<file path="config.mk">
export PLATFORM = sky130hd
export DESIGN_NAME = i2c_ball_rx_loader
export DESIGN_NICKNAME = d
export VERILOG_FILES = /design/src/rtl/ball_rx_pkg.sv /design/src/rtl/ball_rx_validate.sv /design/src/rtl/i2c_ball_rx_loader.sv
export SDC_FILE = /design/constraint.sdc
export NUM_CORES = 1
export LEC_CHECK = 0
export CAP_MARGIN = 25
export CORE_UTILIZATION = 25
export CTS_CLUSTER_SIZE = 16
export DETAILED_ROUTE_END_ITERATION = 16
export GPL_ROUTABILITY_DRIVEN = 0
export SLEW_MARGIN = 20
export SYNTH_ARGS = -nofsm -noshare
export SYNTH_HDL_FRONTEND = slang
export SYNTH_SLANG_ARGS = --single-unit
</file>
<file path="constraint.sdc">
create_clock -name clk -period 2.3 [get_ports clk]
set_input_delay 0.69 -clock clk [delete_from_list [all_inputs] [get_ports clk]]
set_output_delay 0.69 -clock clk [all_outputs]
set_load 0.02 [all_outputs]
</file>
<file path="src/rtl/ball_rx_pkg.sv">
// Shared types and constants for the I2C ball receive loader.
//   state_t    : loader FSM states
//   ball_pkt_t : validated ball packet handed to game logic
//   SCREEN_H, BALL_SIZE, Y_MAX_DEF : screen geometry used for y clamping
package ball_rx_pkg;

  localparam int SCREEN_H  = 480;
  localparam int BALL_SIZE = 10;
  localparam int Y_MAX_DEF = SCREEN_H - BALL_SIZE;

  typedef enum logic [2:0] {
    IDLE,
    CAPTURE,
    CHECK,
    WAIT_FRAME,
    SPAWN,
    DONE
  } state_t;

  typedef struct packed {
    logic [9:0] y;
    logic [7:0] vy;
    logic [1:0] gravity;
    logic       collision;
  } ball_pkt_t;

endpackage

</file>
<file path="src/rtl/ball_rx_validate.sv">
// Combinational packet validation: assembles the 10-bit y position from the
// two received bytes, clamps it to Y_MAX and packs the remaining fields.
//   y_lo, y_hi     : received y[7:0] and y[9:8]
//   vy             : vertical velocity, passed through unchanged
//   gravity        : gravity counter
//   collision      : collision flag
//   pkt            : validated packet
//   clamped        : y exceeded Y_MAX and was clamped
module ball_rx_validate
  import ball_rx_pkg::*;
#(
  parameter int Y_MAX = Y_MAX_DEF
) (
  input  logic [7:0] y_lo,
  input  logic [1:0] y_hi,
  input  logic [7:0] vy,
  input  logic [1:0] gravity,
  input  logic       collision,
  output ball_pkt_t  pkt,
  output logic       clamped
);

  logic [9:0] y_raw;

  always_comb begin
    y_raw         = {y_hi, y_lo};
    clamped       = (y_raw > 10'(Y_MAX));
    pkt.y         = clamped ? 10'(Y_MAX) : y_raw;
    pkt.vy        = vy;
    pkt.gravity   = gravity;
    pkt.collision = collision;
  end

endmodule

</file>
<file path="src/rtl/i2c_ball_rx_loader.sv">
// Receives a ball packet from the I2C slave registers, validates it and issues
// a single spawn request to local game logic aligned to a frame tick.
//   clk, reset        : clock and asynchronous active-low reset
//   i_y_pos0/1        : received y position bytes (y[9:8] in i_y_pos1[1:0])
//   i_y_vel           : received vertical velocity (two's complement)
//   i_gravity         : received gravity counter in bits [1:0]
//   i_is_collusion    : received collision flag in bit 0
//   go_left           : packet-complete level from the slave side
//   frame_tick        : start-of-frame pulse
//   ball_busy         : local ball already in play, spawn must wait
//   spawn_ready       : game logic accepts the spawn request
//   spawn_*           : spawn request and its packet fields
//   y_clamped         : last accepted packet had its y clamped
//   responsing_i2c    : busy indication back to the I2C interface
//   dbg_led           : {overrun_cnt, drop_cnt} when BALL_RX_DEBUG_CNT_EN is
//                       defined, otherwise 0
module i2c_ball_rx_loader
  import ball_rx_pkg::*;
#(
  parameter int Y_MAX       = Y_MAX_DEF,
  parameter int TIMEOUT_CYC = 1_000_000,
  parameter int CNT_W       = 4
) (
  input  logic       clk,
  input  logic       reset,
  input  logic [7:0] i_y_pos0,
  input  logic [7:0] i_y_pos1,
  input  logic [7:0] i_y_vel,
  input  logic [7:0] i_gravity,
  input  logic [7:0] i_is_collusion,
  input  logic       go_left,
  input  logic       frame_tick,
  input  logic       ball_busy,
  input  logic       spawn_ready,
  output logic       spawn_valid,
  output logic [9:0] spawn_y,
  output logic [7:0] spawn_vy,
  output logic [1:0] spawn_gravity,
  output logic       spawn_collision,
  output logic       y_clamped,
  output logic       responsing_i2c,
  output logic [7:0] dbg_led
);

  localparam int TW = $clog2(TIMEOUT_CYC + 1);

  state_t     state_q, state_d;
  logic       go_left_q;
  logic       go_rise;
  logic       pending_q;
  logic [TW-1:0] tmo_q;
  logic       tmo_hit;
  logic       drop_evt;
  logic       overrun_evt;

  logic [7:0] sh_y_lo;
  logic [1:0] sh_y_hi;
  logic [7:0] sh_vy;
  logic [1:0] sh_grav;
  logic       sh_coll;

  ball_pkt_t  val_pkt;
  logic       val_clamped;
  ball_pkt_t  out_pkt_q;
  logic       clamped_q;

  assign go_rise     = go_left & ~go_left_q;
  assign tmo_hit     = (tmo_q == TW'(TIMEOUT_CYC - 1));
  assign drop_evt    = (state_q == SPAWN) && tmo_hit && !spawn_ready;
  // A rise in DONE while a packet is pending simply becomes the next pending
  // packet, because the current pending one is being serviced right now.
  assign overrun_evt = go_rise && pending_q && (state_q != IDLE) && (state_q != DONE);

  ball_rx_validate #(.Y_MAX(Y_MAX)) u_validate (
    .y_lo      (sh_y_lo),
    .y_hi      (sh_y_hi),
    .vy        (sh_vy),
    .gravity   (sh_grav),
    .collision (sh_coll),
    .pkt       (val_pkt),
    .clamped   (val_clamped)
  );

  always_comb begin
    state_d = state_q;
    case (state_q)
      IDLE:       if (go_rise) state_d = CAPTURE;
      CAPTURE:    state_d = CHECK;
      CHECK:      state_d = WAIT_FRAME;
      WAIT_FRAME: if (frame_tick && !ball_busy) state_d = SPAWN;
      SPAWN:      if (spawn_ready || tmo_hit) state_d = DONE;
      DONE:       state_d = pending_q ? CAPTURE : IDLE;
      default:    state_d = IDLE;
    endcase
  end

  always_ff @(posedge clk or negedge reset) begin
    if (!reset) begin
      state_q   <= IDLE;
      go_left_q <= 1'b0;
      pending_q <= 1'b0;
      tmo_q     <= '0;
    end else begin
      state_q   <= state_d;
      go_left_q <= go_left;
      if (state_q == DONE && pending_q)
        pending_q <= go_rise;
      else if (go_rise && state_q != IDLE)
        pending_q <= 1'b1;
      // Held at zero outside SPAWN so it starts from zero on every entry.
      if (state_q == SPAWN)
        tmo_q <= tmo_q + 1'b1;
      else
        tmo_q <= '0;
    end
  end

  // Snapshot is taken in CAPTURE; the validated result is latched in CHECK
  // and held stable through WAIT_FRAME and SPAWN.
  always_ff @(posedge clk or negedge reset) begin
    if (!reset) begin
      sh_y_lo   <= '0;
      sh_y_hi   <= '0;
      sh_vy     <= '0;
      sh_grav   <= '0;
      sh_coll   <= 1'b0;
      out_pkt_q <= '0;
      clamped_q <= 1'b0;
    end else begin
      if (state_q == CAPTURE) begin
        sh_y_lo <= i_y_pos0;
        sh_y_hi <= i_y_pos1[1:0];
        sh_vy   <= i_y_vel;
        sh_grav <= i_gravity[1:0];
        sh_coll <= i_is_collusion[0];
      end
      if (state_q == CHECK) begin
        out_pkt_q <= val_pkt;
        clamped_q <= val_clamped;
      end
    end
  end

  // Decoded straight from the state register so reset removes the request
  // immediately rather than at the next edge.
  assign spawn_valid     = (state_q == SPAWN);
  assign responsing_i2c  = (state_q == CAPTURE) || (state_q == CHECK) ||
                           (state_q == WAIT_FRAME) || (state_q == SPAWN);
  assign spawn_y         = out_pkt_q.y;
  assign spawn_vy        = out_pkt_q.vy;
  assign spawn_gravity   = out_pkt_q.gravity;
  assign spawn_collision = out_pkt_q.collision;
  assign y_clamped       = clamped_q;

`ifdef BALL_RX_DEBUG_CNT_EN
  logic [CNT_W-1:0] overrun_cnt_q;
  logic [CNT_W-1:0] drop_cnt_q;

  always_ff @(posedge clk or negedge reset) begin
    if (!reset) begin
      overrun_cnt_q <= '0;
      drop_cnt_q    <= '0;
    end else begin
      if (overrun_evt && overrun_cnt_q != '1) overrun_cnt_q <= overrun_cnt_q + 1'b1;
      if (drop_evt && drop_cnt_q != '1)       drop_cnt_q    <= drop_cnt_q + 1'b1;
    end
  end

  assign dbg_led = {4'(overrun_cnt_q), 4'(drop_cnt_q)};

  logic unused_bits;
  assign unused_bits = ^{i_y_pos1[7:2], i_gravity[7:2], i_is_collusion[7:1]};
`else
  assign dbg_led = 8'h00;

  logic unused_bits;
  assign unused_bits = ^{i_y_pos1[7:2], i_gravity[7:2], i_is_collusion[7:1],
                         drop_evt, overrun_evt};
`endif

endmodule

</file>
# Yosys cells after proc, flatten, opt, wreduce, memory -nomap -nowiden
# Cells that the tools add are included.
# W data, S select, Z words.
dict set report totals {
  reg_bits 68
  latchBits 0
  ram_bits 0
  rom_bits 0
  out_inout_bits 32
  word_cells 48
  mem_count 0
}
dict set report op_classes {
  add_sub_neg 1
  n_mul 0
  div 0
  magnitude_cmp 1
  eq_ne 9
  shift 0
  mux 9
  bitwise_logic 2
  reduce_logical 12
}
# op n
set op_table {}
lappend op_table {{$add A20 B1 Y20 const B} 1}
lappend op_table {{$eq A20 B20 Y1 const B} 1}
lappend op_table {{$mux W20} 1}
lappend op_table {{$pmux W3 S6} 1}
lappend op_table {{$gt A10 B9 Y1 const B} 1}
lappend op_table {{$mux W10} 1}
lappend op_table {{$mux W3} 3}
lappend op_table {{$eq A3 B2 Y1 const B} 2}
lappend op_table {{$eq A3 B3 Y1 const B} 2}
lappend op_table {{$logic_or A1 B1 Y1} 4}
lappend op_table {{$ne A2 B2 Y1 const B} 2}
lappend op_table {{$eq A3 B1 Y1 const B} 1}
lappend op_table {{$logic_and A1 B1 Y1} 3}
lappend op_table {{$logic_not A3 Y1} 1}
lappend op_table {{$mux W1} 3}
lappend op_table {{$reduce_and A3 Y1} 1}
lappend op_table {{$reduce_bool A3 Y1} 1}
lappend op_table {{$ne A2 B1 Y1 const B} 1}
lappend op_table {{$reduce_bool A2 Y1} 1}
lappend op_table {{$and A1 B1 Y1} 1}
lappend op_table {{$logic_not A1 Y1} 1}
lappend op_table {{$not A1 Y1} 1}

# Longest topological paths before layout
dict set report depth {
  ltp_word 5
  mapped_depth 6
  ltp_nobuf 5
}

# Hierarchy
# Synthesis repeated with hierarchy kept, for this count alone.
dict set report unflattened {
  hier_cells 265
  hier_area_um2 3180.6
}
# mod instances cells_per_inst area_per_inst_um2 seq_area_each_um2
set modules_own_cells {}
lappend modules_own_cells {i2c_ball_rx_loader 1 237 2954.1 1701.6}
lappend modules_own_cells {ball_rx_validate 1 28 226.5 0.0}

# Worst setup path after synthesis
# OpenSTA, ideal clock, no wires.
dict set report synth_timing {
  path_kind {reg2reg}
  startpoint {reg tmo_q[0]}
  endpoint {reg tmo_q[18]}
  setup_time_ns 0.078
  arrival_ns 1.836
  required_time_ns 2.222
  setup_slack_ns 0.386
  stages_incl_launch_ff 7
  n_path_buf 1
  period_less_slack_ns 1.914
  path_cell_list {dfrtp_1 ha_1 nand3_1 or4_1 buf_2 or4_1 a21oi_1}
}
dict set report synth_between {
  elab_chain_len 2
}
# element line
set synth_lines {}
lappend synth_lines {{start, declared} i2c_ball_rx_loader.sv:51} ;# logic [TW-1:0] tmo_q;
lappend synth_lines {{start signal, assigned} i2c_ball_rx_loader.sv:112} ;# tmo_q <= tmo_q + 1'b1;
lappend synth_lines {{$add A20 B1 Y20} i2c_ball_rx_loader.sv:112}
lappend synth_lines {{$mux W20} i2c_ball_rx_loader.sv:111} ;# if (state_q == SPAWN)
# No other way between the ends.
# A chain may end at the register's enable or synchronous reset.

# Worst setup path in the final report
dict set report layout_timing {
  startpoint {reg state_q[0]}
  endpoint {out spawn_valid}
}
dict set report layout_between {
  elab_chain_len 1
}
# element line
set layout_lines {}
lappend layout_lines {{start, declared} i2c_ball_rx_loader.sv:47} ;# state_t state_q, state_d;
lappend layout_lines {{start signal, assigned} i2c_ball_rx_loader.sv:104} ;# state_q <= state_d;
lappend layout_lines {{$eq A3 B3 Y1} i2c_ball_rx_loader.sv:146} ;# assign spawn_valid = (state_q == SPAWN);
lappend layout_lines {{end, declared} i2c_ball_rx_loader.sv:35} ;# output logic spawn_valid,
# No other way between the ends.

==> reports/metrics.csv <==
stage;metric;value;unit
logic_synthesis;Syn Area/Cell;10.7;µm²
cells_and_area;fill count;1142;
place;Post-DP HPWL;4200;µm
drt;final wirelength;6250;µm
worst_setup_path;r2r startpoint;tmo_q[7];
sta;Setup TNS;0;ns
sta;fin. max-slew vios;0;
cells_and_area;most frequent cells in the layout;dfrtp_1 (68), nand2_1 (48), clkdlybuf4s50_1 (47);
cells_and_area;area occupied by multi-input gates;1140;µm²
clocking;clock latency on the worst-skew pair;0.33;ns
die;core footprint;11500;µm²
worst_setup_path;Critical Path Start Type;flip-flop;
clocking;Clock Tree Buf Depth;2;
drt;Via Count;2150;
logic_synthesis;post-synthesis cell area;2940;µm²
cells_and_area;register area;1700;µm²
logic_synthesis;Ys Warns;0;
drt;Vias/cell;4.47;
logic_synthesis;synth unique cells;38;
pwr;VDD IR max;0.572;mV
drt;DRC violations left;0;
pwr;Cell Pwr Density;1290;nW/µm²
grt;largest net degree at the start of global routing;69;
worst_setup_path;crit path from;state_q[0];
worst_setup_path;worst path required time;1.61;ns
sta;Fin Clk Skew;0.00679;ns
die;die extent in y;110;µm
pwr;Leakage Power;1.64;nW
place;input/output buffers;50;
clocking;Sink Count;68;
grt;GR Util All Layers;11.0;%
worst_setup_path;WP data arrival;1.46;ns
grt;first-pass GRT wire length;10800;µm
worst_setup_path;CP Capture Type;output port;
clocking;CTS tree;built;
worst_setup_path;worst setup path class;reg2out;
logic_synthesis;Seq cells post-synth;68;
min_path;Hold WC Path Type;in2async;
logic_synthesis;Gate Count Post-Synth;275;
cells_and_area;most common cell after layout, fill and taps aside;dfrtp_1;
job;max_cap viols;0;
sta;fmax;466;MHz
sta;Period minus WS final;2.15;ns
cells_and_area;layout cells sized above 1;16.0;%
grt;GR Overflow Total;0;
sta;RSZ-0062 raised after global routing;false;
worst_setup_path;R2R depth;4;
cells_and_area;# nets final;380;
die;DIE AREA;12200;µm²
clocking;Num CTS Buffers;9;
die;Initial Utilization;25.7;%
drt;DR pass1 iterations;4;
die;die width;110;µm
outcome;status;complete, no violations;
grt;number of global-route vias before repair;2238;
clocking;clock root cell;clkbuf_16;
clocking;clock slew at reported path FFs;0.06;ns
drt;starting DRC count in detailed routing;60;
drt;Routed Antenna Nets;0;
drt;Avg WL per Cell;13.0;µm
die;I/O pins;78;
logic_synthesis;register area share after synthesis;57.8;%
clocking;H-tree depth;3;
worst_setup_path;CP Max Fanout;4;
clocking;# Post-CTS Setup Buffers;0;
cells_and_area;Final Util;34.6;%
sta;Hold Fails Final Rpt;0;
cells_and_area;area grow syn2layout;34.7;%
grt;initial antenna violation count;0;
sta;Final Cycle Share;93.3;%
cells_and_area;Inserted Diodes;0;
die;FP Rows;39;
sta;Final setup viols;0;
==> metal layers <==
metal  wire length (µm)  vias up  global-route usage [%]
met2               3050       55                    17.8
met3                302        7                    3.24
met5                  0        -                       0
met4                 80        0                    4.62
li1                   -     1040                       -
met1               2820     1048                    13.7
==> worst max-delay path: stages (launching register included) <==
cell and delay [ns]:
dfrtp_1 0.38, nor2_1 0.16, nand2_1 0.09, inv_1 0.14
dlygate4sd2_1 0.36
==> area by class of cell <==
type | count | area share, %
Clock inverter | 5 | 2.11
Sequential cell | 68 | 42.9
Multi-Input combinational cell | 187 | 28.8
Tap cell | 143 | 4.51
Clock buffer | 11 | 6.37
Timing Repair Buffer | 60 | 14.6
Inverter | 7 | 0.663
==> power breakdown <==
group / switching (W) / internal, W / total [W]
Sequential: 0.000253 / 0.00160 / 0.00185
Combinational: 0.000870 / 0.000852 / 0.00172
Clock: 0.000514 / 0.00101 / 0.00152
==> kinds of logic (layout without fill, tap and decap cells) <==
| kind of cell | Yosys count | in the layout | share of synthesized area, % |
|---|---|---|---|
| muxes | 21 | 21 | 8.04 |
| other | 1 | 8 | 0.127 |
| xor gates and xnor gates | 11 | 11 | 3.27 |
| and+or+nand+nor | 108 | 108 | 17.6 |
| AOI/OAI and AO/OA | 38 | 38 | 8.04 |
| DFF | 68 | 68 | 57.8 |
| adders and majority gates | 1 | 1 | 0.425 |
| buffers and inverters | 27 | 83 | 4.63 |
==> cell usage after synthesis <==
cell type / count / area share [%]
ha_1: 1 / 0.43
o21ai_0: 11 / 1.9
or3_2: 1 / 0.26
a22o_1: 2 / 0.60
o22a_1: 3 / 0.89
buf_2: 4 / 0.68
xor2_1: 2 / 0.60
o41ai_1: 1 / 0.30
and2_1: 2 / 0.43
nand3b_1: 3 / 0.77
xnor2_1: 9 / 2.7
nand4_1: 3 / 0.64
nor3_1: 5 / 0.85
or4_1: 5 / 1.3
or3b_2: 1 / 0.30
o21a_1: 1 / 0.26
or3_1: 3 / 0.64
conb_1: 1 / 0.13
nor4_1: 2 / 0.43
nand4b_1: 2 / 0.60
nand3_1: 4 / 0.68
a31oi_1: 1 / 0.21
nand2_1: 48 / 6.1
clkbuf_1: 8 / 1.0
nor3b_1: 1 / 0.26
nand3_2: 2 / 0.68
nand2b_1: 3 / 0.64
nor4b_1: 1 / 0.30
o31ai_1: 4 / 1.0
buf_4: 8 / 2.0
a21oi_1: 11 / 1.9
nor2_1: 22 / 2.8
inv_1: 7 / 0.89
o211ai_1: 1 / 0.26
a21o_1: 1 / 0.26
dfrtp_1: 68 / 58
a22oi_1: 2 / 0.51
mux2_2: 21 / 8.0
==> final timing paths <==
check | endpoint | slack [ns]
min | state_q[2] | 0.39
max | spawn_valid | 0.15
min in group clk | spawn_vy[4] | 0.46
max reg2reg | tmo_q[19] | 0.33
max in group asynchronous | sh_vy[7] | 1.62
min reg2reg | spawn_vy[4] | 0.46
==> per-stage QoR <==
stage | total power (W) | area [µm²] | hold WS [ns] | setup WS, ns | instances
6_report | 0.00510 | 3970 | 0.386 | 0.154 | 481
5_1_grt | 0.00540 | 3970 | 0.414 | 0.0618 | 481
4_1_cts | 0.00517 | 3970 | 0.398 | 0.114 | 481
3_5_place_dp | 0.00364 | 3630 | 0.457 | 0.196 | 465
3_3_place_gp | 0.00358 | 3630 | 0.442 | 0.195 | 465
2_1_floorplan | 0.00290 | 2970 | 0.394 | 0.386 | 282
==> registers in the layout, summed over array words and instances (netlist names) <==
register / flops
sh_grav: 2
sh_y_lo: 8
y_clamped: 1
pending_q: 1
go_left_q: 1
sh_coll: 1
spawn_collision: 1
sh_y_hi: 2
spawn_y: 10
spawn_gravity: 2
tmo_q: 20
spawn_vy: 8
sh_vy: 8
state_q: 3
==> timing repair <==
| action | in CTS | in global routing |
|---|---|---|
| resized for setup | 2 | 0 |
| setup endpoints to repair | 2 | 0 |
| hold buffers | 0 | 0 |
Power figures use the tool's default switching activity.
==> RTL change: new RTL, same settings <==
Set the parameter `TIMEOUT_CYC` to 500_000 (it was 1_000_000).
--- a/src/rtl/i2c_ball_rx_loader.sv
+++ b/src/rtl/i2c_ball_rx_loader.sv
@@ -19,5 +19,5 @@
 #(
   parameter int Y_MAX       = Y_MAX_DEF,
-  parameter int TIMEOUT_CYC = 1_000_000,
+  parameter int TIMEOUT_CYC = 500_000,
   parameter int CNT_W       = 4
 ) (
Check against the original RTL: same outputs for any inputs over 10 cycles, from zero or initial values and one cycle with reset low; that may be too few to reach the edited logic, so the function may still have changed.
==> RTL change against the original RTL <==
- critical path depth is the same
- utilization fell by 0.12 points
- area after synthesis fell by 0.17%
- first-iteration DRC count grew 60%
- sequential share of layout area is 0.31 points lower
- wire length increased by 2.1%
- die area shrank 0.16%
- power decreased by 3.5%
- cell area down 0.76%
- sequential cell count fell by 1
- worst setup slack worse by 0.026 ns
- cell count up 1.2%
- register-to-register slack worse by 0.06 ns
- critical endpoint is now responsing_i2c
- largest cell class unchanged
==> RTL change: results (changes against the original RTL) <==
R2R depth 5 (+1); hpwl dp 4.42 mm (+5.2%); CP Launch Point state_q[1]; leakage power 1.64 nW (about the same); NetSw 1.64 mW (about the same); synth warn 0 (unchanged); GR Util met1 14.6% (+0.95 points); placed insts 471 (+1.3%); largest net degree at the start of global routing 31 (-55%); Placement Cell Area 3640 sq um (+0.17%); Nets 386 (+1.6%); Worst VDD drop 544 uV (-4.8%); vias in the first global route 2215 (-1.0%); post-synthesis sequential area ratio 57.1% (-0.75 points); R2R Setup Slk 0.27 ns (-0.06 ns); Worst Skew 0.00411 ns (-0.00269 ns); CP Capture Point responsing_i2c; Max H-tree Level 3 (unchanged); fraction of layout cells with a size suffix above 1 16.6% (+0.59 points); met2 GRT Util 17.5% (-0.29 points); run status completed; first-pass GRT wire length 11.0 mm (+1.9%); top_reg_cell synth dfrtp_1; Total GRT Usage 11.6% (+0.58 points); drt total wl 6.38 mm (+2.1%); Syn Inst Count 281 (+2.2%); max FFs per register 19 (-5.0%); TritonRoute pass-1 iters 4 (unchanged); synth cell count leaders 67 x dfrtp_1, 50 x nand2_1, 26 x nor2_1; WP data arrival 1.48 ns (+0.02 ns); CP Max Fanout 8 (+4); Vias/cell 4.49 (+0.38%); Initial DRC Count 96 (+60%); met3 Use GR 3.07% (-0.16 points); Yosys cell types 40 (+5.3%); Final Util 34.5% (-0.12 points); RR Endpoint tmo_q[18]; ANT cells 0 (unchanged); Post-CTS Setup Inserts 0 (unchanged); R2R Path Start tmo_q[0]; Post-Layout Cell Count 487 (+1.2%); slew at the pin closest to its max-slew limit 0.618 ns; total CTS buffers 9 (unchanged); ranking of synthesized cells by area dfrtp_1 57%, mux2_2 7.3%, nand2_1 6.4%; fill count 1147 (+0.44%); Clock Tree Root clkbuf_16
RTL change: kinds of logic (layout without fill, tap and decap cells):
logic type	count (synthesis)	count (layout)	synth area share, %
adder cells (fa/ha/maj)	1	1	0.426
multiplexers	19	19	7.28
AO/OA/AOI/OAI	36	36	7.79
AND/OR/NAND/NOR	121	121	19.9
other	1	8	0.128
buffers and inverters	26	82	4.43
XOR/XNOR	10	10	2.98
flip-flops	67	67	57.1
RTL change: power groups by stage:
stage	Combinational [mW]	Sequential (mW)	Clock, mW
4_1_cts	1.75	1.83	1.43
5_1_grt	1.89	1.88	1.48
6_report	1.71	1.82	1.39
2_1_floorplan	0.892	1.98	0
3_5_place_dp	1.75	1.84	0
3_3_place_gp	1.72	1.83	0
RTL change: final cells by class:
| class | instances | area share [%] |
|---|---|---|
| Inverter | 7 | 0.668 |
| Timing Repair Buffer | 59 | 14.8 |
| Clock buffer | 10 | 6.07 |
| Sequential cell | 67 | 42.6 |
| Tap cell | 143 | 4.55 |
| Multi-Input combinational cell | 195 | 29.7 |
| Clock inverter | 6 | 1.65 |
RTL change: worst min-delay path by stage:
stage,to,depth (start not counted),slack [ns],start
4_1_cts,sh_coll,1,0.30,reset
2_1_floorplan,go_left_q,0,0.39,reset
3_3_place_gp,spawn_vy[4],2,0.44,sh_vy[4]
5_1_grt,sh_coll,1,0.31,reset
3_5_place_dp,spawn_vy[2],2,0.45,sh_vy[2]
6_report,tmo_q[3],1,0.29,reset
RTL change: per-layer routing:
layer  share of wire (%)  routed length (um)  up-vias
met4                 2.8                 176        0
met5                   0                   0        -
met3                 3.2                 205       12
met2                  47                3010       44
met1                  47                2990     1062
li1                    -                   -     1067
RTL change: through the flow:
stage               setup slack (ns)  power [mW]  TNS (ns)
floorplan                      0.342        2.87         0
global placement            -0.00514        3.55  -0.00514
detailed placement          -0.00390        3.60  -0.00390
CTS                           0.0213        5.00         0
global route                  0.0181        5.25         0
finish                         0.128        4.92         0
RTL change: critical path: stages (launching register included):
cell and delay (ns):
dfrtp_1 0.37, buf_4 0.16, nor2_1 0.13, xnor2_1 0.14
dlygate4sd2_1 0.35
RTL change: timing repair:
item / 4_1_cts / 5_1_grt
gates resized for setup: 5 / 1
cloned: 0 / 0
endpoints found under the setup margin: 2 / 1
